<file path="src/rtl/npc_pkg.sv">
// Shared constants and types for the fetch front end.
package npc_pkg;

    localparam logic [31:0] RESET_PC  = 32'h8000_0000;
    localparam logic [31:0] NOP_INSTR = 32'h0000_0013;

    typedef enum logic [1:0] {
        IDLE = 2'd0,
        REQ  = 2'd1,
        WAIT = 2'd2,
        HOLD = 2'd3
    } ifu_state_t;

endpackage

</file>
<file path="src/rtl/ifu_if.sv">
// Bundle of the fetch unit's memory, decode and redirect signals.
// master = fetch unit side, slave = memory/decode/execute side.
interface ifu_if;

    logic        imem_req_valid;
    logic        imem_req_ready;
    logic [31:0] imem_req_addr;
    logic        imem_rsp_valid;
    logic [31:0] imem_rsp_data;
    logic        out_valid;
    logic        out_ready;
    logic [31:0] out_instr;
    logic [31:0] out_pc;
    logic        redirect_valid;
    logic [31:0] redirect_pc;
    logic        misalign_err;

    modport master (
        output imem_req_valid, imem_req_addr, out_valid, out_instr, out_pc, misalign_err,
        input  imem_req_ready, imem_rsp_valid, imem_rsp_data, out_ready,
               redirect_valid, redirect_pc
    );

    modport slave (
        input  imem_req_valid, imem_req_addr, out_valid, out_instr, out_pc, misalign_err,
        output imem_req_ready, imem_rsp_valid, imem_rsp_data, out_ready,
               redirect_valid, redirect_pc
    );

endinterface

</file>
<file path="src/rtl/ifu.sv">
// Instruction fetch unit: one fetch in flight, single-entry output buffer,
// redirects squash the in-flight word through a drop flag.
module ifu #(
    parameter logic [31:0] RESET_PC = npc_pkg::RESET_PC
) (
    input  logic clk,
    input  logic rst_n,
    ifu_if.master bus
);
    import npc_pkg::*;

    ifu_state_t  state_q, state_d;
    logic [31:0] pc_q, pc_d;
    logic        drop_q, drop_d;
    logic        req_valid_q, req_valid_d;
    logic [31:0] req_addr_q, req_addr_d;
    logic        out_valid_q, out_valid_d;
    logic [31:0] out_instr_q, out_instr_d;
    logic [31:0] out_pc_q, out_pc_d;
    logic        misalign_q, misalign_d;

    logic        redirect;
    logic [31:0] redirect_target;

    assign redirect        = bus.redirect_valid && (state_q != IDLE);
    assign redirect_target = {bus.redirect_pc[31:2], 2'b00};

    always_comb begin
        state_d     = state_q;
        pc_d        = pc_q;
        drop_d      = drop_q;
        req_valid_d = req_valid_q;
        req_addr_d  = req_addr_q;
        out_valid_d = out_valid_q;
        out_instr_d = out_instr_q;
        out_pc_d    = out_pc_q;
        misalign_d  = redirect && (bus.redirect_pc[1:0] != 2'b00);

        if (redirect) begin
            pc_d = redirect_target;
        end

        case (state_q)
            IDLE: begin
                state_d     = REQ;
                req_valid_d = 1'b1;
                req_addr_d  = pc_q;
            end
            REQ: begin
                // An unaccepted request keeps its address; only its answer is squashed.
                if (redirect) begin
                    drop_d = 1'b1;
                end
                if (bus.imem_req_ready) begin
                    state_d     = WAIT;
                    req_valid_d = 1'b0;
                end
            end
            WAIT: begin
                if (bus.imem_rsp_valid) begin
                    if (redirect || drop_q) begin
                        drop_d      = 1'b0;
                        state_d     = REQ;
                        req_valid_d = 1'b1;
                        req_addr_d  = pc_d;
                    end else begin
                        out_instr_d = bus.imem_rsp_data;
                        out_pc_d    = pc_q;
                        pc_d        = pc_q + 32'd4;
                        out_valid_d = 1'b1;
                        state_d     = HOLD;
                    end
                end else if (redirect) begin
                    drop_d = 1'b1;
                end
            end
            HOLD: begin
                if (redirect || bus.out_ready) begin
                    out_valid_d = 1'b0;
                    state_d     = REQ;
                    req_valid_d = 1'b1;
                    req_addr_d  = pc_d;
                end
            end
            default: begin
                state_d = IDLE;
            end
        endcase
    end

    always_ff @(posedge clk or negedge rst_n) begin
        if (!rst_n) begin
            state_q     <= IDLE;
            pc_q        <= RESET_PC;
            drop_q      <= 1'b0;
            req_valid_q <= 1'b0;
            req_addr_q  <= RESET_PC;
            out_valid_q <= 1'b0;
            out_instr_q <= NOP_INSTR;
            out_pc_q    <= RESET_PC;
            misalign_q  <= 1'b0;
        end else begin
            state_q     <= state_d;
            pc_q        <= pc_d;
            drop_q      <= drop_d;
            req_valid_q <= req_valid_d;
            req_addr_q  <= req_addr_d;
            out_valid_q <= out_valid_d;
            out_instr_q <= out_instr_d;
            out_pc_q    <= out_pc_d;
            misalign_q  <= misalign_d;
        end
    end

    assign bus.imem_req_valid = req_valid_q;
    assign bus.imem_req_addr  = req_addr_q;
    assign bus.out_valid      = out_valid_q;
    assign bus.out_instr      = out_instr_q;
    assign bus.out_pc         = out_pc_q;
    assign bus.misalign_err   = misalign_q;

endmodule

</file>
<file path="src/flat_wrapper.sv">
// flat-port wrapper written by rule: the top's interface ports become plain ports
module ifu_flat import npc_pkg::*;
#(
    parameter logic [31:0] RESET_PC = npc_pkg::RESET_PC
)
  (clk, rst_n, bus_imem_req_valid, bus_imem_req_addr, bus_out_valid, bus_out_instr, bus_out_pc, bus_misalign_err, bus_imem_req_ready, bus_imem_rsp_valid, bus_imem_rsp_data, bus_out_ready, bus_redirect_valid, bus_redirect_pc);
  ifu_if bus_i ();
  input  logic clk;
  input  logic rst_n;
  output wire logic [$bits(bus_i.imem_req_valid)-1:0] bus_imem_req_valid;
  output wire logic [$bits(bus_i.imem_req_addr)-1:0] bus_imem_req_addr;
  output wire logic [$bits(bus_i.out_valid)-1:0] bus_out_valid;
  output wire logic [$bits(bus_i.out_instr)-1:0] bus_out_instr;
  output wire logic [$bits(bus_i.out_pc)-1:0] bus_out_pc;
  output wire logic [$bits(bus_i.misalign_err)-1:0] bus_misalign_err;
  input wire logic [$bits(bus_i.imem_req_ready)-1:0] bus_imem_req_ready;
  input wire logic [$bits(bus_i.imem_rsp_valid)-1:0] bus_imem_rsp_valid;
  input wire logic [$bits(bus_i.imem_rsp_data)-1:0] bus_imem_rsp_data;
  input wire logic [$bits(bus_i.out_ready)-1:0] bus_out_ready;
  input wire logic [$bits(bus_i.redirect_valid)-1:0] bus_redirect_valid;
  input wire logic [$bits(bus_i.redirect_pc)-1:0] bus_redirect_pc;
  assign bus_imem_req_valid = bus_i.imem_req_valid;
  assign bus_imem_req_addr = bus_i.imem_req_addr;
  assign bus_out_valid = bus_i.out_valid;
  assign bus_out_instr = bus_i.out_instr;
  assign bus_out_pc = bus_i.out_pc;
  assign bus_misalign_err = bus_i.misalign_err;
  assign bus_i.imem_req_ready = bus_imem_req_ready;
  assign bus_i.imem_rsp_valid = bus_imem_rsp_valid;
  assign bus_i.imem_rsp_data = bus_imem_rsp_data;
  assign bus_i.out_ready = bus_out_ready;
  assign bus_i.redirect_valid = bus_redirect_valid;
  assign bus_i.redirect_pc = bus_redirect_pc;
  ifu #(.RESET_PC(RESET_PC)) u_core (.clk(clk), .rst_n(rst_n), .bus(bus_i));
endmodule
</file>
<file path="config.mk">
export PLATFORM = sky130hd
export DESIGN_NAME = ifu_flat
export DESIGN_NICKNAME = d
export VERILOG_FILES = /design/src/rtl/npc_pkg.sv /design/src/rtl/ifu_if.sv /design/src/rtl/ifu.sv /design/src/flat_wrapper.sv
export SDC_FILE = /design/constraint.sdc
export NUM_CORES = 1
export LEC_CHECK = 0
export ABC_AREA = 0
export ABC_CLOCK_PERIOD_IN_PS = 5400
export CORE_AREA = 2 2 102 203
export CTS_BUF_LIST = sky130_fd_sc_hd__clkbuf_4 sky130_fd_sc_hd__clkbuf_8
export DETAILED_ROUTE_END_ITERATION = 8
export DIE_AREA = 0 0 104 205
export PLACE_DENSITY_LB_ADDON = 0.1
export SLEW_MARGIN = 10
export SYNTH_ARGS = -nofsm -noshare
export SYNTH_HDL_FRONTEND = slang
export SYNTH_SLANG_ARGS = --single-unit
</file>
<file path="constraint.sdc">
create_clock -name clk -period 5.4 [get_ports clk]
set_input_delay 0.54 -clock clk [delete_from_list [all_inputs] [get_ports clk]]
set_output_delay 0.54 -clock clk [all_outputs]
set_load 0.01 [all_outputs]
</file>
# Yosys cells after proc, flatten, opt, wreduce, memory -nomap -nowiden
# Cells that the tools add are included.
# W data, S select, Z words.
# word_totals
regBits,134
input_bits,70
out_inout_bits,99
elab_cells,62
# classes
n_addsub,1
eq_ne,9
muxes,26
bitwise,1
reduce_logical,16
# ops
cell,count
$mux W32,7
$pmux W32 S3,1
$add A32 B3 Y32 const B,1
$reduce_and A4 Y1,3
$mux W1,10
$mux W2,4
$pmux W2 S4,1
$reduce_bool A2 Y1,4
$ne A2 B2 Y1 const B,3
$reduce_and A3 Y1,2
$eq A2 B2 Y1 const B,2
$ne A2 B1 Y1 const B,2
$pmux W1 S2,2
$pmux W1 S4,1
$ne A3 B2 Y1 const B,1
$reduce_bool A3 Y1,1
$eq A2 B1 Y1 const B,1
$logic_and A1 B1 Y1,2
$logic_not A2 Y1,1
$logic_or A1 B1 Y1,2
$reduce_and A2 Y1,1
$not A1 Y1,1

# Logic depth before layout (Yosys ltp)
# logic_depth
depth_word,6
ltp_mapped,11
depth_no_buf,7

# Worst setup path after synthesis
# No wires, ideal clock.
# synth_timing
path_kind,reg2reg
startpoint,register u_core.state_q[0]
endpoint,register u_core.out_pc_q[13] (netlist: u_core.bus.out_pc[13])
setup_ns,0.125
arrival_time_ns,1.917
required_time_ns,5.275
slack_ns,3.358
stages_incl_launch_ff,11
n_path_buf,5
period_less_slack_ns,2.042
cell_sequence,dfrtp_1 > inv_1 > ha_1 > buf_6 > and3b_1 > buf_6 > and2_1 > buf_2 > buf_6 > buf_6 > mux2_4
# synth_between
elab_chain_cells,5
word_cells_on_any_way,6
cone_classes,eq/ne (1); bitwise (1); reduce/logical (4)
# synth_rtl
element,line,source
"start, declared",ifu.sv:12,"ifu_state_t state_q, state_d;"
"start signal, assigned",ifu.sv:103,state_q <= state_d;
$reduce_bool A2 Y1,ifu.sv:25,assign redirect = bus.redirect_valid && (state_q != IDLE);
$logic_and A1 B1 Y1,ifu.sv:25,
$logic_or A1 B1 Y1,ifu.sv:61,if (redirect || drop_q) begin
$not A1 Y1 (no source line),n/a,
$reduce_and A3 Y1 (no source line) (*),n/a,
"end signal, assigned",ifu.sv:110,out_pc_q <= out_pc_d;
"end, declared",ifu.sv:19,"logic [31:0] out_pc_q, out_pc_d;"
# Every way passes the cells marked *; elsewhere a longest branch is shown, timed or not.
# A chain may end at the register's enable or synchronous reset.

# Worst setup path after layout
# layout_timing
startpoint,register u_core.state_q[0]
endpoint,register u_core.pc_q[19]
# layout_between
elab_chain_cells,6
word_cells_on_any_way,8
cone_classes,eq/ne (1); mux (4); reduce/logical (3)
# layout_rtl
element,line,source
$reduce_bool A2 Y1,ifu.sv:25,
$logic_and A1 B1 Y1,ifu.sv:25,
$mux W32 or $logic_or A1 B1 Y1 (tied branches),"ifu.sv:39, ifu.sv:61",
$mux W32,ifu.sv:61,
$mux W32,ifu.sv:60,if (bus.imem_rsp_valid) begin
$mux W32 (*),ifu.sv:43,case (state_q)
via u_core.pc_d[19],ifu.sv:13,"logic [31:0] pc_q, pc_d;"
"end signal, assigned",ifu.sv:104,pc_q <= pc_d;
"end, declared",ifu.sv:13,
# The timed path passes the listed nets; every way through them passes the cells marked *.

==> results.yml <==
timing:
  slew_headroom: 0.268
  fmax_mhz: 306
  setup_tns_ns: 0
  skew_ns: 0.0126
  drv_slew: 0
  rsz0062_at_grt: "false"
  fin_crit_sh: 0.606
  finalSetupViolCount: 0
  hold_violations: 0
  worst_pin_slew_ns: 1.10
  fin_crit_ns: 3.27
synth:
  avgSynthCellArea_um2: 11.1
  syn_area_um2: 6040
  synth_seq_area_share: 0.556
  synth_top_cell_by_area: "dfrtp_1"
  yosysWarnings: 0
  synth.area.top_cells: "dfrtp_1 53%, mux2_2 7.5%, nand2_1 6.0%"
  syn-num-nets: 623
  synth_flop_cell: "dfrtp_1"
  async_flop_share: 1.00
  synth_edf_count: 0
  netlist.area_leader.share: 0.530
  synth-seq-cells: 134
  synth_cell_type_count: 48
  synthCells: 547
floorplan:
  io_pins: 169
  dieArea_um2: 21300
  die_x_um: 104
  rows: 73
  die_y_um: 205
  start_util: 0.306
  core-area_um2: 19700
routing:
  post_drt_wl_per_cell_um: 17.4
  drc_errors: 0
  drt_iter0_markers: 195
  vias: 4694
  vias_per_cell: 4.77
  dr.pass1.iters: 4
  ant_nets: 0
  wl_mm: 17.1
layout:
  fillers: 1945
  final_common_cell: "clkdlybuf4s50_1"
  drive_above_1_share: 0.159
  fin_cells: 984
  final_area_um2: 8360
  diodes: 0
  nets: 785
  area_delta_synth_final_pct: 38.3
  final_cell_mix: "167 x clkdlybuf4s50_1, 128 x dfrtp_1, 96 x nand2_1, 47 x nor2_1, 40 x mux2_2"
pwr:
  intPower_mw: 2.86
  seqPwrFrac: 0.406
  clkPwrFrac: 0.204
  swShare: 0.353
  power_frac_comb: 0.391
  p_per_area_nw_per_um2: 530
  ir_drop_mv: 0.198
  leakagePower_nw: 3.50
  p_switching_mw: 1.57
placed_design:
  gp_congestion: 0.835
  placed_area_um2: 7940
  io_buffer_count: 168
  dpl.hpwl_mm: 12.2
  dp.cells: 952
clock_tree:
  ctsHoldBuffers: 0
  cts_max_level: 4
  cts_tree: "built"
  cts.sinks: 134
  root_buffer: "clkbuf_8"
  cts_resized: 0
  clk_pin_slew_ns: 0.09
  cts.path.max_buffers: 2
  post_cts.repair.setup_buffers: 0
  tritoncts.num_buffers: 17
  clock_latency_ns: 0.45
global_routing:
  grt_usage: 0.164
  antenna_found_initial: 0
  grt_max_degree: 86
  grt_overflow: 0
  grt_pass1_vias: 4914
  grt_pass1_wl_mm: 27.1
hold_path:
  hp-class: "in -> async"
critical_path:
  rr_worst_depth: 7
  r2r-end: "u_core.pc_q[19]"
  reg2reg_setup_slack_ns: 2.13
  critical_path_peak_fanout: 68
  endpoint_kind: "flip-flop"
  r2r_start: "u_core.state_q[0]"
  cp.required_ns: 5.71
  start_kind: "flip-flop"
  path_class: "reg -> reg"
  cp.arrival_ns: 3.58
flow_run:
  maxCapViolations: 0
status:
  status: "finished, final reports clean"
-- worst max-delay path by stage --
stage	cells past startpoint	startpoint	slack, ns	endpoint
final	7	u_core.state_q[0]	2.13	u_core.pc_q[19]
after global routing	7	u_core.state_q[0]	1.81	u_core.pc_q[17]
after CTS	7	u_core.state_q[0]	2.04	u_core.pc_q[19]
after detailed placement	8	bus_redirect_valid	1.89	u_core.bus.imem_req_addr[7]
after global placement	8	bus_redirect_valid	2.01	u_core.bus.imem_req_addr[3]
after floorplan	10	u_core.state_q[0]	3.36	u_core.bus.out_pc[13]
-- logic make-up after synthesis --
| logic type | share of synthesized area |
|---|---|
| AOI/OAI and AO/OA | 0.0861 |
| xor gates and xnor gates | 0.0275 |
| adders and majority gates | 0.0124 |
| buffers and inverters | 0.0342 |
| DFF | 0.556 |
| muxes | 0.134 |
| and+or+nand+nor | 0.149 |
-- synthesized netlist by cell type (6+ instances only) --
cell type  count
clkbuf_1      11
and4_1         6
xnor2_1       15
nand3_1       11
buf_2          9
nor3_1        12
a31oi_1       32
nor2_1        48
dfstp_2        6
mux2_2        40
o21ai_1        7
mux2_4        19
ha_1           6
inv_1          9
o21ai_0       22
dfrtp_1      128
and2_1         6
nand2_1       96
-- worst max-delay path, cell delays in order (launching register included) --
cell and delay [ns]:
dfrtp_1 0.44, inv_1 0.11, ha_1 0.22, nand2b_1 0.68
and2_4 1.02, nand4_2 0.24, o211ai_1 0.23, o311ai_1 0.15
-- power by group through the flow --
| stage | clock [mW] | combinational (mW) | sequential [mW] |
|---|---|---|---|
| finish | 0.902 | 1.73 | 1.80 |
| global placement | 0 | 1.72 | 1.81 |
| floorplan | 0 | 0.779 | 1.85 |
| CTS | 0.935 | 1.77 | 1.81 |
| global route | 0.972 | 1.90 | 1.86 |
| detailed placement | 0 | 1.76 | 1.82 |
-- routing by layer --
layer	wire [um]	vias up	GRT usage
met5	0	-	0
met4	279	0	0.0598
met3	668	17	0.0344
met2	9630	134	0.309
met1	6520	2329	0.179
li1	-	2214	-
-- state kept, by name, indices dropped and copies added (netlist names) --
signal                     cells
u_core.bus.imem_req_valid      1
u_core.bus.out_pc             32
u_core.state_q                 2
u_core.bus.out_valid           1
u_core.pc_q                   32
u_core.drop_q                  1
u_core.bus.imem_req_addr      32
u_core.bus.misalign_err        1
u_core.bus.out_instr          32
-- per-stage QoR --
step | util | hold WS [ns] | total power, mW | setup WS (ns)
final | 0.424 | 0.135 | 4.43 | 2.13
after global routing | 0.424 | 0.195 | 4.73 | 1.81
after CTS | 0.424 | 0.164 | 4.51 | 2.04
after detailed placement | 0.402 | 0.474 | 3.58 | 1.89
after global placement | 0.402 | 0.469 | 3.53 | 2.01
after floorplan | - | 0.244 | 2.63 | 3.36
-- layout make-up --
type,count,area [um2],area share
clock buffers,18,248,0.0296
clock inverters,14,178,0.0212
inverters,9,33.8,0.00404
multi-input cells,374,2490,0.298
flip-flops and latches,134,3360,0.402
well taps,262,328,0.0392
repair buffers,173,1720,0.206
(Power assumes the default switching activity.)
